**src/rtl/fifo_async.sv**
```systemverilog
// Single-clock FIFO with registered read data and wrap-bit pointers.
// Define FIFO_ASYNC_ERR_FLAGS_EN to add the sticky overflow/underflow outputs.
module fifo_async #(
    parameter int unsigned DATA_WIDTH = 8,
    parameter int unsigned DEPTH      = 16
) (
    input  logic                  clk,
    input  logic                  rst_n,
    input  logic                  wr_en,
    input  logic                  rd_en,
    input  logic [DATA_WIDTH-1:0] data_in,
    output logic [DATA_WIDTH-1:0] data_out,
    output logic                  full,
`ifdef FIFO_ASYNC_ERR_FLAGS_EN
    output logic                  empty,
    output logic                  overflow,
    output logic                  underflow
`else
    output logic                  empty
`endif
);

    localparam int unsigned AW = $clog2(DEPTH);

    logic [DATA_WIDTH-1:0] mem [DEPTH];
    logic [AW:0]           wr_ptr_q, wr_ptr_d;
    logic [AW:0]           rd_ptr_q, rd_ptr_d;
    logic [DATA_WIDTH-1:0] data_out_q, data_out_d;
    logic                  wr_accept;
    logic                  rd_accept;

    assign empty = (wr_ptr_q == rd_ptr_q);
    assign full  = (wr_ptr_q[AW-1:0] == rd_ptr_q[AW-1:0]) && (wr_ptr_q[AW] != rd_ptr_q[AW]);

    // A read frees a slot on the same edge, so a write into a full FIFO may proceed with it.
    assign rd_accept = rd_en && !empty;
    assign wr_accept = wr_en && (!full || rd_accept);

    always_comb begin
        wr_ptr_d   = wr_ptr_q;
        rd_ptr_d   = rd_ptr_q;
        data_out_d = data_out_q;
        if (wr_accept) begin
            wr_ptr_d = wr_ptr_q + {{AW{1'b0}}, 1'b1};
        end
        if (rd_accept) begin
            rd_ptr_d   = rd_ptr_q + {{AW{1'b0}}, 1'b1};
            data_out_d = mem[rd_ptr_q[AW-1:0]];
        end
    end

    always_ff @(posedge clk or negedge rst_n) begin
        if (!rst_n) begin
            wr_ptr_q   <= '0;
            rd_ptr_q   <= '0;
            data_out_q <= '0;
        end else begin
            wr_ptr_q   <= wr_ptr_d;
            rd_ptr_q   <= rd_ptr_d;
            data_out_q <= data_out_d;
        end
    end

    // Storage is deliberately left out of reset.
    always_ff @(posedge clk) begin
        if (wr_accept) begin
            mem[wr_ptr_q[AW-1:0]] <= data_in;
        end
    end

    assign data_out = data_out_q;

`ifdef FIFO_ASYNC_ERR_FLAGS_EN
    logic overflow_q;
    logic underflow_q;

    always_ff @(posedge clk or negedge rst_n) begin
        if (!rst_n) begin
            overflow_q  <= 1'b0;
            underflow_q <= 1'b0;
        end else begin
            if (wr_en && !wr_accept) begin
                overflow_q <= 1'b1;
            end
            if (rd_en && empty) begin
                underflow_q <= 1'b1;
            end
        end
    end

    assign overflow  = overflow_q;
    assign underflow = underflow_q;
`endif

endmodule

```
**config.mk**
```make
export PLATFORM = sky130hd
export DESIGN_NAME = fifo_async
export DESIGN_NICKNAME = d
export VERILOG_FILES = /design/src/rtl/fifo_async.sv
export SDC_FILE = /design/constraint.sdc
export NUM_CORES = 1
export LEC_CHECK = 0
export ABC_AREA = 1
export CAP_MARGIN = 20
export CORE_ASPECT_RATIO = 0.75
export CORE_UTILIZATION = 45
export DETAILED_ROUTE_END_ITERATION = 6
export GPL_TIMING_DRIVEN = 0
export HOLD_SLACK_MARGIN = 0.08
export PLACE_DENSITY = 0.68
export REMOVE_ABC_BUFFERS = 1
export SETUP_SLACK_MARGIN = 0.4
export SLEW_MARGIN = 30
export SYNTH_ARGS = -nofsm -noshare
export SYNTH_HDL_FRONTEND = slang
export SYNTH_SLANG_ARGS = --single-unit
```
**constraint.sdc**
```tcl
create_clock -name clk -period 2.21 [get_ports clk]
set_input_delay 0.221 -clock clk [delete_from_list [all_inputs] [get_ports clk]]
set_output_delay 0.221 -clock clk [all_outputs]
set_load 0.01 [all_outputs]
```
======== Yosys cells after proc, flatten, opt, wreduce, memory -nomap -nowiden ========
Memory sizes are Yosys's and may differ from the RTL's. A register that Yosys moved wholly into a read port is not among the register bits.
Index checks and enable logic that the tools add are counted.
cells by class
  add/subtract/negate cells ............... 2
  equality and inequality tests ........... 3
  multiplexer cells ....................... 2
  reduce and logical (&&, ||, !) cells .... 7
operators by type and width
  kind                 count
  $add 5x1->5 const B  2
  $eq 5x5->1           1
  $eq 4x4->1           1
  $logic_and 1x1->1    3
  $logic_not 1->1      3
  $mux 1               2
  $logic_or 1x1->1     1
  $ne 1x1->1           1
storage, ports and cells
  flip-flop bits (word level) ............. 10
  RAM bits ................................ 128
  input bits .............................. 12
  output and inout bits ................... 10
  memories ................................ 1
memory list
  memory  depth  width  read ports  clocked after memory_dff  wr ports  RTL line  RTL
  mem     16     8      1           1                         1         25        logic [DATA_WIDTH-1:0] mem [DEPTH];

======== Depth between registers and ports, before layout ========
  depth in word-level cells ............... 7
  gate-level depth with buffers ........... 12

======== Worst setup path after synthesis ========
Ideal clock, no wire load.
  path kind ............................... reg2reg
  from .................................... register rd_ptr_q[1]
  to ...................................... memory mem[12][0], enable pin
  arrival ................................. 1.509 ns
  required time ........................... 1.840 ns
  path slack .............................. 0.331 ns
  stages on the path, launching flop included .. 10
  buffers on the path ..................... 2
  cell sequence ........................... dfrtp_1 -> buf_4 -> inv_2 -> nand2_1 -> nand2_1 -> nor2_2 -> nand4_2 -> nand2_1 -> buf_2 -> nor2_1
on the way
  cells in the longest elaborated chain, start to end .. 7
  elaborated cells on any way between the ends .. 10
  those cells by class .................... 2 x eq/ne; 2 x mux; 6 x reduce/logical
RTL lines
  element                                                      RTL line  RTL
  start: declaration                                           27        logic [AW:0] rd_ptr_q, rd_ptr_d;
  start signal: assignment                                     59        rd_ptr_q <= rd_ptr_d;
  $eq 5x5->1 / $eq 4x4->1 (equally long branches)              32, 33
  $logic_not 1->1 / $logic_and 1x1->1 (equally long branches)  36, 33
  $logic_and 1x1->1 / $logic_not 1->1 (equally long branches)  36, 37
  $logic_or 1x1->1 *                                           37        assign wr_accept = wr_en && (!full || rd_accept);
  $logic_and 1x1->1 *                                          37
  $mux 1 *                                                     66        if (wr_accept) begin
  $mux 1 (not written as such) *                               67        mem[wr_ptr_q[AW-1:0]] <= data_in;
  end: declaration                                             25
Every way passes the cells marked *; elsewhere a longest branch is shown, timed or not.

======== Worst setup path in the final report ========
  from .................................... register rd_ptr_q[0]
  to ...................................... output full
on the way
  cells in the longest elaborated chain, start to end .. 2
RTL lines
  element            RTL line  RTL
  $eq 4x4->1         33        assign full = (wr_ptr_q[AW-1:0] == rd_ptr_q[AW-1:0]) && (wr_ptr_q[AW] != rd_ptr_q[AW]);
  $logic_and 1x1->1  33
  end: declaration   13        output logic full,
No other way between the ends.

==> metrics <==
htree depth=4; sequential fraction of the synthesis area=64.8%; routability cong.=0.831; most used cell along the critical path=nand2_4; initial core utilization=46.0%; Syn. warnings=0; # port buffers=21; Routed Antenna Nets=0; worst r2r src=rd_ptr_q[0]; run status=complete, no violations; Clock Path Buffers=2; RSZ-0062 raised after global routing=true; Crit. End Element=primary output; Fillers=1,086; FF-to-FF setup slack=0.26 ns; Core ar.=0.0144 mm^2; Max FO, Critical Path=5; area post-placement=0.00698 mm^2; PnR worst setup slack=0.222 ns; CP Buf/Inv Count=2; Chip Width=142 um; CTS root buf=clkbuf_16; slowest stage delay, CP=0.53 ns; Fmax achieved=503 MHz; I/O pin count=22; min Tclk post-route=1.99 ns; commonest cells after routing, fill and taps aside=nand2_1 (253), edfxtp_1 (128), inv_1 (127), nand3_1 (83), buf_6 (32); Final Max Slew Viols=0; clk_skew=0.0103 ns; Top delay family on crit path=flip-flops; DP Wirelength=8.92 mm; via/cell ratio=5.28; nets@finish=795; Post-Place Setup Slack=-1.26 ns; Tot Pwr=11.4 mW; Sink Count=146; post-route cell area=0.00872 mm^2; Total Neg Setup Slack=0 ns; die area=0.0152 mm^2; Yosys cell types=20; number of global-route vias before repair=5,219; Pwr per Cell Area=1310 mW/mm^2; CTS tree=built; # DRC=0; cell breakdown of the critical path=buf_16 -> nand2_4 -> nand2_4 -> nor2_4 -> nand2_1 -> nor2_1 -> buf_2; DR pass1 iterations=5; DR vias=5,235; Final Cycle Share=89.9%; Critical-path top delay cell=dfrtp_4; Slew headroom=39.6%; largest net degree at the start of global routing=34; synthesized cell area=0.00663 mm^2; Final setup viols=0; final global-route overflow total=0; Final Instance Count excl. Fillers=991; met3 usage=7.24%; #FFs+latches synth=146; R2R Path End=mem[3][6]; Iter 0 DRT Violations=708; Total Routing Usage GR=26.6%; met1 usage=33.8%; DR WL/cell=20.2 um; Required @ worst endpoint=1.99 ns; P&R area growth vs syn=31.6%; GR Util met2=42.5%; cts hold-fix bufs=0; min-delay worst type=input pin to asynchronous set/reset pin; clock transition at the registers of the reported paths=0.06 ns; WS Path Type=register to primary output; DIE HEIGHT=107 um; first-pass GRT wire length=28.8 mm; syn_area_per_cell=9.45 um^2; worst-skew pair later-pin latency=0.42 ns; crit path launch type=register; number of instances in the placed design=896; Routed Wire Length=20.0 mm; Worst Tran Pin Value=0.903 ns; Gate Count Post-Synth=701; Hold Violations, Final=0; CTS buffer count=17; R2R depth=10; GR peak layer=met2; Diodes inserted=0; share of layout cells above drive strength 1=18.6%; Pleak=3.88 nW; num rows=38; initial antenna violation count=0; crit path DAT=1.77 ns; max_cap viols=0; commonest non-fill, non-tap cell in the layout=nand2_1; Max VDD drop=0.000875 V
## timing repair
action	4_1_cts	5_1_grt
pin swaps	24	31
gates cloned	7	2
buffers inserted	54	0
gates resized for setup	103	32
setup endpoints to repair	148	146
## cells by family after synthesis
| kind of cell | synth area share [%] |
|---|---|
| fa+ha+maj | 0.944 |
| flops | 64.8 |
| compound gates | 0.0755 |
| buf+inv | 9.65 |
| xor+xnor | 1.19 |
| simple gates | 23.3 |
## how the worst max path moves through the flow
stage | start | endpoint | slack [ns] | cells past startpoint
3_5_place_dp | rd_ptr_q[1] | mem[9][4] | -1.26 | 7
6_report | rd_ptr_q[0] | full | 0.22 | 7
2_1_floorplan | rd_ptr_q[0] | mem[0][0] | -1.26 | 7
3_3_place_gp | rd_ptr_q[0] | mem[11][4] | -2.84 | 7
5_1_grt | rd_ptr_q[0] | full | 0.18 | 7
4_1_cts | rd_ptr_q[0] | mem[11][7] | 0.34 | 10
## sequential cells by signal, indices dropped and copies added, names as in the netlist
register / cells
mem: 128
data_out: 8
rd_ptr_q: 5
wr_ptr_q: 5
## Yosys cell counts (all sizes together)
master    n  share of area (%)
nand2   267                 15
inv     132                7.5
edfxtp  128                 58
nand3    88                6.6
nor2     23                1.3
buf      18                1.5
dfrtp    18                6.8
clkbuf    9               0.51
xor2      6               0.79
ha        5               0.94
xnor2     3               0.40
clkinv    2               0.11
nand4     1               0.19
o21ai     1              0.075
## layout make-up
type	instances	area (um^2)	area share (%)
inverter	134	542	6.21
multi-input combinational	396	1980	22.7
tap	200	250	2.87
sequential	146	4310	49.4
clock inverter	6	60.1	0.689
timing repair buffer	80	973	11.2
timing repair inverter	3	33.8	0.387
clock buffer	26	574	6.59
## per-layer routing
metal	vias to the layer above	routed length, um
li1	2345	-
met1	2484	7650
met2	329	9450
met3	77	2140
met4	0	744
met5	-	0
## per-stage QoR
step / util [%] / hold slack (ns)
floorplan: - / -0.0746
global placement: 48.2 / 0.468
detailed placement: 48.4 / 0.467
CTS: 59.5 / 0.317
global route: 60.5 / 0.364
finish: 60.5 / 0.312
## report_power, final
part / switching [mW] / internal (mW)
Clock: 1.11 / 1.91
Sequential: 0.249 / 3.38
Combinational: 2.98 / 1.78
Note: power is estimated with default switching activity, not from simulation.
